File: src/rtl/mem_access_seq.sv
// Data-memory access sequencer for the MEM stage: runs direct loads/stores and
// two-phase indirect accesses (pointer read, then the final read or write).
module mem_access_seq (
    input  logic        clk,
    input  logic        rst_n,
    input  logic        req_valid,
    input  logic        req_write,
    input  logic        req_indirect,
    input  logic [1:0]  req_byte_en,
    input  logic [15:0] req_addr,
    input  logic [15:0] req_wdata,
    output logic        stall,
    output logic [15:0] rdata,
    output logic        rdata_valid,
    output logic        dmem_read,
    output logic        dmem_write,
    output logic [1:0]  dmem_byte_enable,
    output logic [15:0] dmem_address,
    output logic [15:0] dmem_wdata,
    input  logic [15:0] dmem_rdata,
    input  logic        dmem_resp
);

    typedef enum logic [1:0] {IDLE, PTR, ACCESS, DONE} state_t;

    state_t      state_q, state_d;
    logic [15:0] addr_q, addr_d;
    logic [15:0] wdata_q, wdata_d;
    logic [1:0]  be_q, be_d;
    logic        write_q, write_d;
    logic        ind_q, ind_d;
    logic [15:0] rdata_q, rdata_d;

    // NOTE: state flops use non-blocking assignments so every flop samples
    // the pre-edge values of the others, whatever order the tool evaluates them.
    always_ff @(posedge clk or negedge rst_n) begin
        if (!rst_n) begin
            state_q <= IDLE;
            addr_q  <= 16'h0000;
            wdata_q <= 16'h0000;
            be_q    <= 2'b00;
            write_q <= 1'b0;
            ind_q   <= 1'b0;
            rdata_q <= 16'h0000;
        end else begin
            state_q <= state_d;
            addr_q  <= addr_d;
            wdata_q <= wdata_d;
            be_q    <= be_d;
            write_q <= write_d;
            ind_q   <= ind_d;
            rdata_q <= rdata_d;
        end
    end

    assign rdata = rdata_q;

    // NOTE: every signal written here gets a default first, so no path through
    // the case statement can leave one unassigned and infer a latch.
    always_comb begin
        state_d          = state_q;
        addr_d           = addr_q;
        wdata_d          = wdata_q;
        be_d             = be_q;
        write_d          = write_q;
        ind_d            = ind_q;
        rdata_d          = rdata_q;
        stall            = 1'b0;
        rdata_valid      = 1'b0;
        dmem_read        = 1'b0;
        dmem_write       = 1'b0;
        dmem_byte_enable = 2'b00;
        dmem_address     = 16'h0000;
        dmem_wdata       = 16'h0000;

        case (state_q)
            IDLE: begin
                if (req_valid) begin
                    stall   = 1'b1;
                    addr_d  = req_addr;
                    wdata_d = req_wdata;
                    be_d    = req_byte_en;
                    write_d = req_write;
                    ind_d   = req_indirect;
                    state_d = req_indirect ? PTR : ACCESS;
                end
            end
            PTR: begin
                // Pointers are always whole aligned words.
                stall            = 1'b1;
                dmem_read        = 1'b1;
                dmem_byte_enable = 2'b11;
                dmem_address     = {addr_q[15:1], 1'b0};
                if (dmem_resp) begin
                    addr_d  = dmem_rdata;
                    state_d = ACCESS;
                end
            end
            ACCESS: begin
                stall            = 1'b1;
                dmem_read        = ~write_q;
                dmem_write       = write_q;
                dmem_byte_enable = be_q;
                dmem_address     = (be_q == 2'b11) ? {addr_q[15:1], 1'b0} : addr_q;
                dmem_wdata       = wdata_q;
                if (dmem_resp) begin
                    if (!write_q) rdata_d = dmem_rdata;
                    state_d = DONE;
                end
            end
            DONE: begin
                rdata_valid = 1'b1;
                state_d     = IDLE;
            end
            default: state_d = IDLE;
        endcase
    end

endmodule

File: config.mk
export PLATFORM = sky130hd
export DESIGN_NAME = mem_access_seq
export DESIGN_NICKNAME = d
export VERILOG_FILES = /design/src/rtl/mem_access_seq.sv
export SDC_FILE = /design/constraint.sdc
export NUM_CORES = 1
export LEC_CHECK = 0
export CAP_MARGIN = 5
export CELL_PAD_IN_SITES_DETAIL_PLACEMENT = 1
export CELL_PAD_IN_SITES_GLOBAL_PLACEMENT = 2
export CORE_MARGIN = 4
export CORE_UTILIZATION = 24
export DETAILED_ROUTE_END_ITERATION = 10
export GPL_TIMING_DRIVEN = 0
export PLACE_DENSITY = 0.82
export SYNTH_ARGS = -nofsm -noshare
export SYNTH_HDL_FRONTEND = slang
export SYNTH_SLANG_ARGS = --single-unit
File: constraint.sdc
create_clock -name clk -period 2.05 [get_ports clk]
set_input_delay 0.615 -clock clk [delete_from_list [all_inputs] [get_ports clk]]
set_output_delay 0.615 -clock clk [all_outputs]
set_load 0.01 [all_outputs]
After elaboration in Yosys (flattened, before gate mapping)
Cells that the tools add are included.
{ "op_classes": {"n_addsub": 0, "multipliers": 0, "div_mod_pow": 0, "magnitude_cmp": 0, "eq_ne": 7, "shift": 0, "mux": 17, "n_bitwise": 1, "n_reduce_logical": 7} }
{ "op_table": {"columns": ["op", "n"], "rows": [
  ["16-bit one-hot mux with 2 select lines", 2],
  ["16-bit 2-to-1 mux", 3],
  ["3-bit AND reduction", 3],
  ["2-bit 2-to-1 mux", 4],
  ["2-bit one-hot mux with 4 select lines", 1],
  ["2-bit == test (second input constant)", 3],
  ["2-bit inequality test (second input constant)", 3],
  ["1-bit 2-to-1 mux", 4],
  ["1-bit one-hot mux with 2 select lines", 2],
  ["2-bit one-hot mux with 2 select lines", 1],
  ["2-bit by 1-bit == test with 1-bit output (second input constant)", 1],
  ["2-bit zero test", 1],
  ["2-bit AND reduction", 1],
  ["2-bit nonzero test", 1],
  ["2-bit OR reduction", 1],
  ["1-bit NOT", 1]
]} }
{ "word_totals": {"register_bits": 53, "latchBits": 0, "ramBits": 0, "mem_bits_ro": 0, "out_inout_bits": 54, "elab_cells": 38, "memories": 0} }

Depth between registers and ports, before layout
Gate-level depths: netlist (run 1).
{ "logic_depth": {"ltp_word": 3, "mapped_depth": 7, "depth_no_buf": 5} }

Least setup slack after synthesis (run 1)
No wires, ideal clock.
{ "synth_timing": {"path_type": "register to output", "start": "register state_q[0]", "end": "output port dmem_address[11]", "arrival_ns": 1.406, "required_ns": 1.435, "path_slack_ns": 0.029, "stages_incl_launch_ff": 6, "n_path_buf": 1, "cell_sequence": "dfrtp_1 -> inv_1 -> ha_1 -> o21a_1 -> clkbuf_1 -> and2_1"} }
{ "synth_via": {"elab_chain_cells": 2, "elab_cells_between_ends": 3, "cone_classes": "eq/ne (2); mux (1)"} }
{ "synth_rtl": {"columns": ["element", "line", "rtl"], "rows": [
  ["from (decl)", "26", "state_t state_q, state_d;"],
  ["from (signal assigned)", "46", "state_q <= state_d;"],
  ["2-bit == test or 2-bit by 1-bit == test with 1-bit output (tied branches)", "76", "case (state_q)"],
  ["16-bit one-hot mux with 2 select lines (*)", "76", null],
  ["to (decl)", "18", "output logic [15:0] dmem_address,"]
]} }
Mark *: on every way between the ends. The rest lies on a longest branch, timed or not.

Worst setup path after layout (run 1)
{ "layout_timing": {"start": "register state_q[0]", "end": "output port dmem_address[14]"} }
Same word-level chain as after synthesis.

==> results of run 1 <==
[through the flow]
stage	setup TNS, ns	hold slack [ns]	worst slack, ns	cells	util
6_report	-5.13	0.285	-0.222	477	0.433
3_3_place_gp	-104.14	0.479	-1.49	438	0.371
5_1_grt	-7.97	0.325	-0.305	477	0.433
2_1_floorplan	0	0.319	0.0293	193	-
3_5_place_dp	-26.99	0.485	-0.946	439	0.373
4_1_cts	-5.98	0.309	-0.277	463	0.409
[routing by layer]
layer	wire, µm	global-route usage	vias up	part of all wire
met3	497	0.0377	4	0.061
li1	-	-	955	-
met5	0	0	-	0
met4	43	0.0192	0	0.0053
met2	4500	0.243	57	0.55
met1	3100	0.136	1072	0.38
[logic make-up after synthesis]
family                   Yosys count
buffers and inverters             11
adder cells (fa/ha/maj)            7
AO/OA/AOI/OAI                      9
flip-flops                        53
multiplexers                      71
AND/OR/NAND/NOR                   42
[cell usage after synthesis]
cell and count:
buf_8 1, nor2b_1 3, buf_2 3, clkbuf_1 3
nand3_1 1, o21a_1 2, mux2_2 57, nand2_2 1
buf_6 1, nand2_1 3, inv_1 3, nor2_1 3
mux2i_1 4, ha_1 7, a21oi_1 4, a21oi_4 1
o2bb2ai_1 1, and2_1 31, dfrtp_1 53, mux2_4 10
o21ai_0 1
[cells in the final DEF, fill, tap and decap left out, types with 3 or more instances in the layout]
master and instances:
mux2_2 57, buf_8 6, mux2_4 10, mux2i_1 3, and2_4 28, a21oi_2 3
and2_1 3, clkbuf_8 7, clkdlybuf4s50_1 70, dfrtp_1 53, buf_6 40, ha_4 5
buf_2 10, buf_4 17, buf_12 3
[layout make-up]
type	count	area [µm²]
fill	1126	5940
timing repair buffer	140	1420
multi-input combinational	129	1400
sequential	53	1330
tap	136	170
clock buffer	7	96.3
buffer	8	96.3
inverter	3	13.8
clock inverter	1	5.00
[sequential cells by signal, summed over array words and instances (netlist names)]
signal,count
addr_q,16
be_q,2
rdata,16
state_q,2
wdata_q,16
write_q,1
[report_power, final]
part           total [mW]  leakage (nW)  internal, mW  switching (mW)
combinational        5.05          1.30          3.18            1.86
sequential           1.90         0.626          1.59           0.311
clock               0.664        0.0542         0.307           0.358
[path summary, 6_finish.rpt]
kind                       startpoint                to  cells past startpoint
min reg2reg                  rdata[1]          rdata[1]                      1
max reg2reg                state_q[0]         addr_q[6]                      9
min in group clk             rdata[1]          rdata[1]                      1
max in group asynchronous       rst_n        wdata_q[6]                      2
min                             rst_n         rdata[11]                      1
max                        state_q[0]  dmem_address[14]                      6
[what timing repair did]
action | 4_1_cts | 5_1_grt
endpoints found under the setup margin | 48 | 63
hold buffers | 0 | 0
gates cloned | 3 | 1
pin swaps | 24 | 12
resized for setup | 236 | 33
buffers inserted | 13 | 16
==> results.tsv, run 1 <==
stage	metric	value	unit
run_status	status	complete, but fails checks	
run_status	failed_checks	setup timing	
clock_network	cts_sinks	53	
die	start_util	0.251	
sta	min_period	2.27	ns
routing	firstDrtPassIters	2	
min_path	hold_class	input pin to async pin	
grt	grt_pass1_wl	12.6	mm
die	row_count	37	
cells_and_area	num_antenna_cells	0	
synthesis	yosys.area.top_type	dfrtp_1	
grt	grt_max_degree	33	
worst_setup_path	cp_num_buf_inv	3	
sta	rsz0062_at_grt	true	
clock_network	clk_latency	0.30	ns
sta	drv_slew	0	
clock_network	cts.clk_slew.worst_paths	0.10	ns
sta	setup_viol	34	
clock_network	tritoncts.num_buffers	5	
power	powerDensity	1680	nW/µm²
sta	fin_ws	-0.222	ns
synthesis	syn_area_per_cell	13.6	µm²
worst_setup_path	end_kind	primary output	
cells_and_area	layout.nets	403	
die	die_h	113	µm
synthesis	synthesis.nets	256	
die	die_x	113	µm
routing	drt-initial-drc-count	25	
die	ios	110	
synthesis	synthTopCellsByArea	dfrtp_1, mux2_2, and2_1, mux2_4, ha_1	
power	p_total	7.62	mW
synthesis	yosys.area_share.simple	0.0940	
worst_setup_path	crit_required	1.43	ns
cells_and_area	final_layout_size_suffix_gt1_frac	0.581	
grt	gr-total-overflow	0	
worst_setup_path	max_stage_delay	0.43	ns
routing	detail-route-antenna-nets	0	
die	design.core.area	10500	µm²
power	ir_worst_vdd	0.639	mV
synthesis	seq_area_frac_synth	0.506	
synthesis	yosysWarnings	0	
routing	num_vias	2088	
synthesis	synth_xor_area_frac	0	
sta	finalCritPeriodShare	1.11	
synthesis	synth_mux_area_frac	0.317	
synthesis	yosys.area.top_type_share	0.506	
job	max_cap_viol_count	0	
worst_setup_path	critical_path.top_delay_family	flip-flops	
synthesis	syn-cell-area	2620	µm²
power	cellLeakagePower	1.98	nW
sta	worst_pin_slew	0.556	ns
clock_network	cts_max_level	2	
worst_setup_path	crit_arrival	1.66	ns
die	fp.dieArea	12700	µm²
sta	max_slew_margin	0.629	
synthesis	synth_compound_area_frac	0.0248	
clock_network	cts-root-buf	clkbuf_8	
synthesis	ys_ff_latch	53	
worst_setup_path	cp_cell_sequence	buf_6 -> ha_4 -> o21a_4 -> buf_8 -> and2_4 -> buf_6	
placed_design	globalplace.congestion	0.708	
synthesis	synthCells	193	
worst_setup_path	worst_path_max_delay_cell	dfrtp_1	
grt	grt_use_total	0.125	
worst_setup_path	critical_path_class	flop to primary output	
routing	viasPerCell	4.38	
routing	drc	0	
worst_setup_path	crit_fanout	5	
synthesis	synth_top_family_by_area	multiplexers	
routing	wl_per_cell	17.1	µm
grt	antenna_found_initial	0	
worst_setup_path	critPathMostFrequentCell	buf_6	
sta	finalHoldViolCount	0	
cells_and_area	post-route-cell-area	4530	µm²
grt	grt_pass1_vias	2418	
routing	wl	8.14	mm
placed_design	placed_cell_area	3900	µm²
placed_design	numPortBuffers	109	
worst_setup_path	cp-start-kind	flop	
cells_and_area	area_growth	72.6	%
clock_network	clock_path_buffers	2	
synthesis	synth_fa_ha_area_frac	0.0334	
clock_network	cts_tree	done	
sta	skew	0.00889	ns
placed_design	dp_hpwl	5.63	mm
sta	fmax	440	MHz
worst_setup_path	rrSetupSlack	0.02	ns
synthesis	synth_cell_types	21	
Note: power is estimated with default switching activity, not from simulation.
==> run 2, diff against run 1 <==
RECOVER_POWER = 100   (was unset)
==> results.tsv, run 2 (synthesized netlist as in run 1, its figures left out) <==
stage	metric	value	unit	change
run_status	status	complete, but fails checks		
run_status	failed_checks	setup timing		
sta	setup_tns	-5.13	ns	-0.00190 ns
placed_design	globalplace.congestion	0.708		unchanged
worst_setup_path	cp_cell_sequence	buf_6 -> ha_4 -> o21a_4 -> buf_8 -> and2_4 -> buf_6		
grt	grt_use_met3	0.0377		unchanged
sta	worst_pin_slew	1.25	ns	+0.690 ns
cells_and_area	post-route-cell-area	4510	µm²	-0.30%
clock_network	clock_path_buffers	2		unchanged
grt	grt_use_total	0.125		unchanged
cells_and_area	num_antenna_cells	0		unchanged
grt	gr-total-overflow	0		unchanged
worst_setup_path	regToRegEndpoint	addr_q[6]		
grt	antenna_found_initial	0		unchanged
grt	busiest_layer	met2		
routing	drc	0		unchanged
power	cellLeakagePower	1.98	nW	-0.38%
cells_and_area	layout.nets	403		unchanged
routing	num_vias	2088		unchanged
cells_and_area	layout_commonest_cell	clkdlybuf4s50_1		
clock_network	clk_latency	0.30	ns	about the same
cells_and_area	multi_input_area	1400	µm²	unchanged
die	ios	110		unchanged
clock_network	cts-root-buf	clkbuf_8		
clock_network	cts_tree	done		
die	die_h	113	µm	unchanged
worst_setup_path	crit_fanout	5		unchanged
worst_setup_path	reg2reg_from	state_q[0]		
cells_and_area	stdcell_count	477		unchanged
clock_network	cts_hold_buf	0		unchanged
clock_network	cts_sinks	53		unchanged
sta	fmax	440	MHz	about the same
power	powerDensity	1690	nW/µm²	+0.26%
worst_setup_path	end_kind	primary output		
die	start_util	0.251		unchanged
die	die_x	113	µm	unchanged
routing	wl_per_cell	17.1	µm	about the same
cells_and_area	final_cell_mix	clkdlybuf4s50_1, mux2_2, dfrtp_1, buf_6, and2_4		
routing	viasPerCell	4.38		unchanged
power	p_total	7.61	mW	about the same
sta	timing.hold.ws	0.515	ns	+0.230 ns
worst_setup_path	crit_start	state_q[0]		
worst_setup_path	max_stage_delay	0.43	ns	about the same
sta	fin_ws	-0.222	ns	-0.0000220 ns
sta	rsz0062_at_grt	true		
sta	setup_viol	34		unchanged
worst_setup_path	critPathMostFrequentCell	buf_6		
grt	grt_pass1_vias	2418		unchanged
placed_design	dp_hpwl	5.63	mm	unchanged
worst_setup_path	crit_required	1.43	ns	about the same
job	max_cap_viol_count	0		unchanged
grt	use_met1	0.136		unchanged
worst_setup_path	cp_num_buf_inv	3		unchanged
worst_setup_path	endpoint	dmem_address[14]		
die	row_count	37		unchanged
grt	grtUsageMet2	0.243		unchanged
cells_and_area	final_layout_size_suffix_gt1_frac	0.578		-0.00293
sta	skew	0.00897	ns	+0.0000836 ns
cells_and_area	seq_area	1330	µm²	unchanged
min_path	hold_class	flop to flop		
sta	drv_slew	0		unchanged
worst_setup_path	rrSetupSlack	0.02	ns	about the same
routing	detail-route-antenna-nets	0		unchanged
clock_network	cts_max_level	2		unchanged
die	fp.dieArea	12700	µm²	unchanged
sta	finalCritPeriodShare	1.11		about the same
grt	grt_max_degree	33		unchanged
cells_and_area	fill_cells	1129		+0.27%
cells_and_area	area_growth	72.1	%	
clock_network	cts.clk_slew.worst_paths	0.10	ns	about the same
sta	finalHoldViolCount	0		unchanged
placed_design	placed_cell_area	3900	µm²	unchanged
worst_setup_path	critical_path_class	flop to primary output		
worst_setup_path	cp-start-kind	flop		
worst_setup_path	crit_cells	6		unchanged
placed_design	place_ws	-0.946	ns	unchanged
routing	wl	8.14	mm	about the same
routing	drt-initial-drc-count	25		unchanged
placed_design	place_inst	439		unchanged
worst_setup_path	r2r_cells	9		unchanged
cells_and_area	utilization	0.431		-0.00132
placed_design	numPortBuffers	109		unchanged
worst_setup_path	critical_path.top_delay_family	flip-flops		
power	ir_worst_vdd	0.639	mV	about the same
die	design.core.area	10500	µm²	unchanged
sta	min_period	2.27	ns	+0.0000220 ns
sta	max_slew_margin	0.170		-0.460
worst_setup_path	crit_arrival	1.66	ns	about the same
routing	firstDrtPassIters	2		unchanged
grt	grt_pass1_wl	12.6	mm	unchanged
worst_setup_path	worst_path_max_delay_cell	dfrtp_1		
clock_network	tritoncts.num_buffers	5		unchanged
## run 2: cell types whose count changed in the layout (fill, tap and decap cells not counted)
cell | before | now
clkbuf_1 | 0 | 1
clkbuf_4 | 1 | 2
buf_12 | 3 | 2
buf_2 | 10 | 9
## run 2: worst min-delay path by stage
stage | start | end | slack, ns | depth (start not counted)
detailed placement | wdata_q[0] | wdata_q[0] | 0.48 | 1
floorplan | rst_n | addr_q[0] | 0.32 | 0
global placement | wdata_q[11] | wdata_q[11] | 0.48 | 1
CTS | rst_n | rdata[11] | 0.31 | 1
global route | rdata[0] | rdata[0] | 0.52 | 1
finish | rdata[1] | rdata[1] | 0.52 | 1
## run 2: per-layer routing
layer,vias up,routed length (µm)
li1,955,-
met1,1072,3100
met2,57,4500
met3,4,497
met4,0,43
met5,-,0
## run 2: what timing repair did
action	in CTS	in global routing
buffers inserted	13	16
pin swaps	24	12
endpoints found under the setup margin	48	63
gates cloned	3	1
gates resized for setup	236	33
## run 2: area by class of cell
| type | instances | area share |
|---|---|---|
| buffer | 8 | 0.0214 |
| clock buffer | 7 | 0.0214 |
| clock inverter | 1 | 0.00111 |
| inverter | 3 | 0.00305 |
| multi-input combinational | 129 | 0.311 |
| sequential | 53 | 0.294 |
| tap | 136 | 0.0377 |
| timing repair buffer | 140 | 0.311 |
## run 2: power by group
part	total [mW]	leakage [nW]	internal (mW)	switching (mW)
Combinational	5.04	1.30	3.18	1.86
Sequential	1.90	0.626	1.59	0.310
Clock	0.664	0.0542	0.307	0.358
Total	7.61	1.98	5.08	2.53
## run 2: worst reg2reg max path: stages (launching register included)
cell and delay, ns:
dfrtp_1 0.43, buf_6 0.14, buf_4 0.13, ha_4 0.15
buf_6 0.13, mux2i_4 0.18, a21oi_4 0.16, buf_12 0.15
clkbuf_16 0.16, mux2_4 0.29
